$ cat config.mk
export PLATFORM = sky130hd
export DESIGN_NAME = alu_share_ctrl
export DESIGN_NICKNAME = d
export VERILOG_FILES = /design/src/rtl/alu_share_pkg.sv /design/src/rtl/alu_share_ctrl_rr_pick.sv /design/src/rtl/alu_share_ctrl.sv
export SDC_FILE = /design/constraint.sdc
export NUM_CORES = 1
export LEC_CHECK = 0
export ABC_AREA = 1
export CORE_ASPECT_RATIO = 1.2
export CORE_MARGIN = 2
export CORE_UTILIZATION = 43
export DETAILED_ROUTE_END_ITERATION = 8
export GPL_TIMING_DRIVEN = 1
export PLACE_DENSITY = 0.86
export SYNTH_ARGS = -nofsm -noshare
export SYNTH_HDL_FRONTEND = slang
export SYNTH_SLANG_ARGS = --single-unit
export TNS_END_PERCENT = 1
$ cat constraint.sdc
create_clock -name clk -period 2.1 [get_ports clk]
set_input_delay 0.21 -clock clk [delete_from_list [all_inputs] [get_ports clk]]
set_output_delay 0.21 -clock clk [all_outputs]
set_load 0.05 [all_outputs]
$ cat src/rtl/alu_share_pkg.sv
// Shared types and constants for the round-robin ALU sharing controller.
package alu_share_pkg;

   typedef enum logic [2:0] {
      IDLE,
      ISSUE,
      WAIT,
      CAPTURE,
      RESP
   } state_t;

   localparam logic [2:0] ADD = 3'd0;
   localparam logic [2:0] SUB = 3'd1;
   localparam logic [2:0] NOT = 3'd2;
   localparam logic [2:0] AND = 3'd3;
   localparam logic [2:0] OR  = 3'd4;
   localparam logic [2:0] XOR = 3'd5;
   localparam logic [2:0] LT  = 3'd6;
   localparam logic [2:0] EQ  = 3'd7;

   // Compare-and-subtract wrap so non-power-of-two requester counts stay in range.
   function automatic int unsigned wrap_next(input int unsigned idx, input int unsigned n);
      return (idx + 1 >= n) ? (idx + 1 - n) : (idx + 1);
   endfunction

endpackage

$ cat src/rtl/alu_share_ctrl_rr_pick.sv
// Combinational round-robin pick: first valid index at or after rr_ptr, wrapping modulo NREQ.
module rr_pick
   import alu_share_pkg::*;
#(
   parameter int unsigned NREQ = 4,
   parameter int unsigned IW   = 2
) (
   input  logic [NREQ-1:0] req_valid,
   input  logic [IW-1:0]   rr_ptr,
   output logic [NREQ-1:0] gnt_onehot,
   output logic [IW-1:0]   gnt_idx,
   output logic            any_valid
);

   logic [IW-1:0] idx;
   logic          found;

   always_comb begin
      gnt_onehot = '0;
      gnt_idx    = '0;
      found      = 1'b0;
      idx        = rr_ptr;
      for (int k = 0; k < int'(NREQ); k++) begin
         if (!found && req_valid[idx]) begin
            found   = 1'b1;
            gnt_idx = idx;
         end
         idx = IW'(wrap_next(int'(idx), NREQ));
      end
      gnt_onehot[gnt_idx] = found;
      any_valid           = |req_valid;
   end

endmodule

$ cat src/rtl/alu_share_ctrl.sv
// Round-robin controller sharing one registered ALU among NREQ requesters.
// Optional per-requester grant counters are enabled with `define ALU_SHARE_STATS_EN.
module alu_share_ctrl
   import alu_share_pkg::*;
#(
   parameter int unsigned NREQ    = 4,
   parameter int unsigned WIDTH   = 4,
   parameter int unsigned ALU_LAT = 2
) (
   input  logic                  clk,
   input  logic                  rst,
   input  logic [NREQ-1:0]       req_valid,
   output logic [NREQ-1:0]       req_ready,
   input  logic [NREQ*3-1:0]     req_mode,
   input  logic [NREQ*WIDTH-1:0] req_a,
   input  logic [NREQ*WIDTH-1:0] req_b,
   output logic [NREQ-1:0]       resp_valid,
   input  logic [NREQ-1:0]       resp_ready,
   output logic [WIDTH-1:0]      resp_y,
   output logic                  resp_zero,
   output logic                  resp_ovf,
   output logic                  resp_d,
   output logic [2:0]            alu_mode,
   output logic [WIDTH-1:0]      alu_a,
   output logic [WIDTH-1:0]      alu_b,
   input  logic [WIDTH-1:0]      alu_y,
   input  logic                  alu_zero,
   input  logic                  alu_ovf,
   input  logic                  alu_d,
   output logic                  busy
`ifdef ALU_SHARE_STATS_EN
   ,
   output logic [NREQ*8-1:0]     grant_cnt
`endif
);

   localparam int unsigned IW = $clog2(NREQ);
   localparam int unsigned CW = $clog2(ALU_LAT + 1);

   state_t        state_q;
   logic [IW-1:0] rr_ptr_q;
   logic [IW-1:0] gnt_q;
   logic [CW-1:0] wait_cnt_q;

   logic [NREQ-1:0] gnt_onehot;
   logic [IW-1:0]   gnt_idx;
   logic            any_valid;
   logic            accept;

   rr_pick #(
      .NREQ (NREQ),
      .IW   (IW)
   ) u_rr_pick (
      .req_valid  (req_valid),
      .rr_ptr     (rr_ptr_q),
      .gnt_onehot (gnt_onehot),
      .gnt_idx    (gnt_idx),
      .any_valid  (any_valid)
   );

   // Grant is offered only while idle; the handshake completes in the same cycle.
   assign accept    = (state_q == IDLE) && any_valid;
   assign req_ready = (state_q == IDLE && !rst) ? gnt_onehot : '0;
   assign busy      = (state_q != IDLE);

   always_ff @(posedge clk or posedge rst) begin
      if (rst) begin
         state_q    <= IDLE;
         rr_ptr_q   <= '0;
         gnt_q      <= '0;
         wait_cnt_q <= '0;
         alu_mode   <= 3'b000;
         alu_a      <= '0;
         alu_b      <= '0;
         resp_valid <= '0;
         resp_y     <= '0;
         resp_zero  <= 1'b0;
         resp_ovf   <= 1'b0;
         resp_d     <= 1'b0;
      end else begin
         unique case (state_q)
            IDLE: begin
               if (accept) begin
                  alu_mode   <= req_mode[int'(gnt_idx)*3 +: 3];
                  alu_a      <= req_a[int'(gnt_idx)*WIDTH +: WIDTH];
                  alu_b      <= req_b[int'(gnt_idx)*WIDTH +: WIDTH];
                  gnt_q      <= gnt_idx;
                  wait_cnt_q <= CW'(1);
                  state_q    <= ISSUE;
               end
            end
            ISSUE, WAIT: begin
               if (wait_cnt_q == CW'(ALU_LAT)) begin
                  state_q <= CAPTURE;
               end else begin
                  wait_cnt_q <= wait_cnt_q + CW'(1);
                  state_q    <= WAIT;
               end
            end
            CAPTURE: begin
               resp_y     <= alu_y;
               resp_zero  <= alu_zero;
               resp_ovf   <= alu_ovf;
               resp_d     <= alu_d;
               resp_valid <= NREQ'(1) << gnt_q;
               wait_cnt_q <= '0;
               state_q    <= RESP;
            end
            RESP: begin
               // A stalled response deliberately blocks the shared ALU.
               if (resp_ready[gnt_q]) begin
                  resp_valid <= '0;
                  rr_ptr_q   <= IW'(wrap_next(int'(gnt_q), NREQ));
                  state_q    <= IDLE;
               end
            end
            default: state_q <= IDLE;
         endcase
      end
   end

   a_onehot: assert property (@(posedge clk) disable iff (rst)
      $onehot0(req_ready) && $onehot0(resp_valid));

`ifdef ALU_SHARE_STATS_EN
   logic [7:0] cnt_q [NREQ];

   always_ff @(posedge clk or posedge rst) begin
      if (rst) begin
         for (int i = 0; i < int'(NREQ); i++) cnt_q[i] <= '0;
      end else if (accept && cnt_q[gnt_idx] != 8'hFF) begin
         cnt_q[gnt_idx] <= cnt_q[gnt_idx] + 8'd1;
      end
   end

   for (genvar i = 0; i < int'(NREQ); i++) begin : g_cnt
      assign grant_cnt[8*i +: 8] = cnt_q[i];
   end
`endif

endmodule

## After elaboration in Yosys (flattened, before gate mapping)

Cells that the tools add are included.

- Bits of input ports: 61
- Register bits after elaboration: 31

- $mul: 1
- Eq/ne operators: 8
- $lt $le $gt $ge: 11
- Shift operators: 4
- Reductions and logical operators: 21
- Mux-type cells: 34
- Add/sub/neg operators: 9
- Bitwise operators: 1

Operator list:

| operator | count |
|---|---|
| $shiftx 16x5->4 | 2 |
| $mux 2 | 10 |
| $lt 2x3->1 const B | 6 |
| $add 2x1->3 const B | 4 |
| $ge 3x3->1 const B | 4 |
| $pmux 3 s4 | 1 |
| $shiftx 12x5->3 | 1 |
| $mux 1 | 11 |
| $bmux 1 s2 | 5 |
| $mux 4 | 2 |
| $pmux 4 s2 | 1 |
| $reduce_and 2->1 | 4 |
| $sub 2x1->2 const B | 4 |
| $eq 3x2->1 const B | 2 |
| $logic_and 1x1->1 | 6 |
| $mux 3 | 2 |
| $ne 2x2->1 const B | 3 |
| $pmux 2 s3 | 1 |
| $reduce_bool 3->1 | 2 |
| $and 4x4->4 | 1 |
| $logic_not 1->1 | 4 |
| $mul 2x2->4 const B | 1 |
| $reduce_or 4->1 | 1 |
| $shl 1x2->4 const A | 1 |
| other kinds (10) | 10 |

## Longest topological paths before layout

- Word-level depth: 19
- Mapped depth: 16
- Mapped depth without buffers: 15

## Cells and area by module

From an unflattened synthesis, not the netlist that was laid out.

- Cell total of the unflattened synthesis: 312
- Area, all modules: 2055.7 sq um

By module, submodules not included:

| module | instances | sequential area each (sq um) | cells an instance | area each (sq um) |
|---|---|---|---|---|
| alu_share_ctrl | 1 | 775.7 | 247 | 1754.2 |
| rr_pick | 1 | 0.0 | 65 | 301.5 |

## Worst setup path after synthesis

Ideal clock, no wire load.

- Kind: flip-flop to output port
- From: reg rr_ptr_q[1]
- To: out req_ready[0]
- Arrival: 2.444 ns
- Cell stages (with the launch flop): 13
- Slack: -0.554 ns
- Path through: dfrtp_1 inv_1 nand2_1 nand2_2 nand2_1 nand2_1 nor2_1 nor2_1 nand2_2 nand2_4 buf_6 inv_1 nor3_1

- Cells in the longest elaborated chain, start to end: 19
- Elaborated cells between the ends (all ways): 41
- Classes of those cells: add/sub: 6; order compare: 5; mux: 22; bitwise: 1; reduce/logical: 7

RTL lines:

| item | RTL line | source |
|---|---|---|
| start: declaration | alu_share_ctrl.sv:41 | `logic [IW-1:0] rr_ptr_q;` |
| start signal: assignment | alu_share_ctrl.sv:113 | `rr_ptr_q <= IW'(wrap_next(int'(gnt_q), NREQ));` |
| $add 2x1->3 | alu_share_pkg.sv:23 | `return (idx + 1 >= n) ? (idx + 1 - n) : (idx + 1);` |
| $ge 3x3->1 / $sub 2x1->2 (equally long branches) | alu_share_pkg.sv:23 |  |
| $mux 2 | alu_share_pkg.sv:23 |  |
| $add 2x1->3 / $bmux 1 s2 (equally long branches) | alu_share_pkg.sv:23, alu_share_ctrl_rr_pick.sv:24 |  |
| $ge 3x3->1 (tied with other cells) | alu_share_pkg.sv:23 |  |
| $mux 2 / $logic_and 1x1->1 (equally long branches) | alu_share_pkg.sv:23, alu_share_ctrl_rr_pick.sv:24 |  |
| $add 2x1->3 (tied with other cells) | alu_share_pkg.sv:23 |  |
| $ge 3x3->1 (tied with other cells) | alu_share_pkg.sv:23 |  |
| [3 not listed] | - |  |
| $logic_and 1x1->1 | alu_share_ctrl_rr_pick.sv:24 | `if (!found && req_valid[idx]) begin` |
| $mux 2 | alu_share_ctrl_rr_pick.sv:24 |  |
| $lt 2x3->1 (implied by the code) / $ge 2x1->1 (equally long branches) | alu_share_ctrl_rr_pick.sv:30 | `gnt_onehot[gnt_idx] = found;` |
| $logic_and 1x1->1 (implied by the code) | alu_share_ctrl_rr_pick.sv:30 |  |
| $mux 1 (implied by the code) | alu_share_ctrl_rr_pick.sv:30 |  |
| $demux 1 s2 | - |  |
| $and 4x4->4 (no line) (*) | - |  |
| $mux 4 (*) | alu_share_ctrl.sv:63 | `assign req_ready = (state_q == IDLE && !rst) ? gnt_onehot : '0;` |
| end: declaration | alu_share_ctrl.sv:13 | `output logic [NREQ-1:0] req_ready,` |

Every way passes the cells marked *; elsewhere a longest branch is shown, timed or not. The select of a mux whose other input is x is not followed.

## Final worst setup path

- From: reg rr_ptr_q[0]
- To: out req_ready[2]

Same word-level chain as after synthesis.

==> results.md <==
- Outcome: finished, violations left
- Violated checks: negative setup slack
- Placed insts: between 400 and 500
- DP HPWL: roughly 4400 um
- Max-slew violation count: 0
- Critical Path, Cell by Cell: buf_6, nand2_1, nand3_2, nand2_4, nor2_4, nand2_2, nand2_4, nor3_4, nor3_4, buf_12
- # hold bufs at CTS: 0
- Syn_area_per_cell: roughly 6.7 sq um
- Clk network pwr share: 6.1%
- Core Region: 0.00459 sq mm
- Area contributors post-synth: dfrtp_1 38%, nand2_1 29%, nand3_1 9.5%
- Tot GR Track Use: 22.9%
- Most common cell after layout, fill and taps aside: nand2_1
- RSZ-0062 raised after global routing: true
- Pleak: about 0.0017 uW
- Clock latency on the worst-skew pair: around 0.27 ns
- CTS tree: built
- Share of post-route cells with drive strength above 1: 21.1%
- CP top delay family: simple AND/OR/NAND/NOR gates
- H-tree depth: 2
- Io pins: slightly below 90
- Die footprint: 0.00536 sq mm
- Fin area: ~0.0035 sq mm
- FF+latch count, synth: 31
- Total power: 6700 uW
- # port buffers: 87
- Dpl ws: -0.0856 ns
- R2R cell count: 15
- Commonest non-fill, non-tap cells in the layout: 139 x nand2_1, 82 x clkdlybuf4s50_1, 37 x nand3_1, 29 x dfrtp_1, 19 x buf_4
- Largest net degree at the start of global routing: 32
- Max Freq: 434 MHz
- Core Rows: 27
- Filler cells: around 320
- Fin crit period: roughly 2.3 ns
- Arr. time, crit path: approximately 2.1 ns
- Hold WC Path Type: in2async
- Final setup TNS: -1.51 ns
- Vias in the first global route: about 2300
- Sw power: around 3700 uW
- Combinational power share: 77.4%
- Reg-to-reg slack, setup: -0.17 ns
- VDD IR max: ~1.1 mV
- Syn_nets: approximately 370
- Root buffer cell: clkbuf_8
- PwrDens: 1920 mW/mm^2
- Internal power: 3040 uW
- Worst-Margin Slew: between 0.5 and 0.6 ns
- Post-Synthesis Cells: 306
- Slowest CP cell: dfrtp_2
- Crit path launch type: register
- Highest cell delay on the worst timing path: roughly 0.45 ns
- DRC viols: 0
- Grt total ovfl: 0
- DIE HEIGHT: 79.8 um
- Top cell type by total area after synthesis: dfrtp_1
- Sw Share: a little over half
- Share of the synthesized area in the top cell type: between 30% and 40%
- Drt pass-1 iters: 6
- First-pass GRT wire length: approximately 9500 um
- YS warnings: 0
- Max-cap violations: 0
- CP required: approximately 1.9 ns
- Register Area: 778 sq um
- Area delta synth->final: 69.9%
- Cell Area, Placed: ~0.0031 sq mm
- Final setup fails: 16
- Clk sink count: 31
- Total Wirelength: around 7000 um
- Final worst-path cycle share: 110%
- Worst Skew: between 0.002 and 0.0025 ns
- Setup WS post-layout: -0.205 ns
- Critical path class: reg2out
- Number of library cell types mapped by synthesis: 26
- Critical path fanouts, max: 6
- N_diodes: 0
- Post-route antenna net violation count: 0
- CTS buffer count: 5
- Worst R2R Start: rr_ptr_q[1]$_DFFE_PP0P_
- Vias per cell: between 5 and 6
- Initial core utilization: between 40% and 50%
- Clock Tree Buf Depth: 2
- Initial antenna violation count: 0
- Final count of hold timing violations: 0
- Levels on crit path: 10
- Synth Cell Area: between 0.002 and 0.0025 sq mm
- WL/cell: approximately 15 um
- Multi-input gate area: around 0.0014 sq mm
- DRT iter0 DRCs: ~140
- GP Congestion: about 0.85
- Via count: approximately 2400
- Seq pwr share: between 10% and 20%
- Reg2reg end: alu_mode[1]$_DFFE_PP0P_
- Register area share after synthesis: 37.7%
- Final nets: 480
- Die W: 67.2 um
- Buf/Inv on CP: 2
- Worst relative slew slack: 63.7%
- CP endpoint kind: primary output
- Non-Filler Instances: ~470
- Clock Pin Slew Worst Setup and Hold Paths: around 0.06 ns
-- routing by layer --
| layer | GRT usage [%] | up-vias | wire [um] |
|---|---|---|---|
| li1 | - | 1184 | - |
| met3 | 8.04 | 29 | 737 |
| met1 | 26.3 | 1084 | 2630 |
| met2 | 38.6 | 126 | 3370 |
| met5 | 0 | - | 0 |
| met4 | 8.37 | 0 | 276 |
-- worst min-delay path, stage by stage --
cell and delay, ns:
clkdlybuf4s50_1 0.40, inv_1 0.07, buf_4 0.36
-- final cells by class --
cell class | instances | share of cell area (%)
inverters | 18 | 2.15
clock buffers | 6 | 2.08
well taps | 58 | 2.08
repair buffers | 113 | 32.8
flip-flops and latches | 31 | 22.3
multi-input cells | 245 | 38.6
-- what timing repair did --
action	4_1_cts	5_1_grt
pin swaps	7	21
resized for setup	11	55
setup endpoints to repair	4	17
cloned	1	0
buffers inserted	6	5
-- worst max-delay path by stage --
stage	startpoint	to	slack (ns)
finish	rr_ptr_q[0]$_DFFE_PP0P_	req_ready[2]	-0.20
global route	rr_ptr_q[0]$_DFFE_PP0P_	req_ready[2]	-0.28
CTS	rr_ptr_q[0]$_DFFE_PP0P_	req_ready[1]	-0.06
detailed placement	req_valid[2]	alu_b[3]$_DFFE_PP0P_	-0.09
global placement	req_valid[3]	alu_b[3]$_DFFE_PP0P_	-0.02
floorplan	rr_ptr_q[1]$_DFFE_PP0P_	req_ready[0]	-0.16
-- Yosys cell counts --
cell and number:
o21ai_0 5, nor2_1 7, nand3b_1 2, nand2_1 160
buf_2 3, buf_6 2, o211ai_1 1, mux2_2 7
nor3_1 5, nand2_2 2, a21oi_1 4, o21ai_2 1
inv_1 18, nand3_1 39, nand3_2 1, a32o_1 1
nor3_2 1, ha_1 5, buf_1 1, dfrtp_1 31
buf_4 4, clkbuf_1 2, nor2_2 1, nand2_4 1
o21ai_1 1, nand4_1 1
-- state kept, by name, summed over array words and instances (netlist names), 3 cells and up --
register / cells
state_q: 3
resp_y: 4
alu_a: 4
resp_valid: 4
alu_mode: 3
alu_b: 4
-- power groups by stage --
stage	sequential, uW	clock [uW]	combinational, uW
5_1_grt	1140	442	5570
4_1_cts	1080	422	4390
2_1_floorplan	1750	0	2330
3_3_place_gp	1070	0	4110
3_5_place_dp	1080	0	4180
6_report	1100	410	5180
-- per-stage QoR --
stage,hold WS (ns),utilization (%)
6_report,0.356,76.1
2_1_floorplan,0.322,-
3_3_place_gp,0.462,67.2
4_1_cts,0.365,70.8
3_5_place_dp,0.469,67.2
5_1_grt,0.416,76.1
-- logic make-up after synthesis --
group	synth area share (%)
AO/OA/AOI/OAI	3.71
multiplexers	3.83
adder cells (fa/ha/maj)	3.04
buffers and inverters	7.11
AND/OR/NAND/NOR	44.6
flip-flops	37.7
Power figures use the tool's default switching activity.
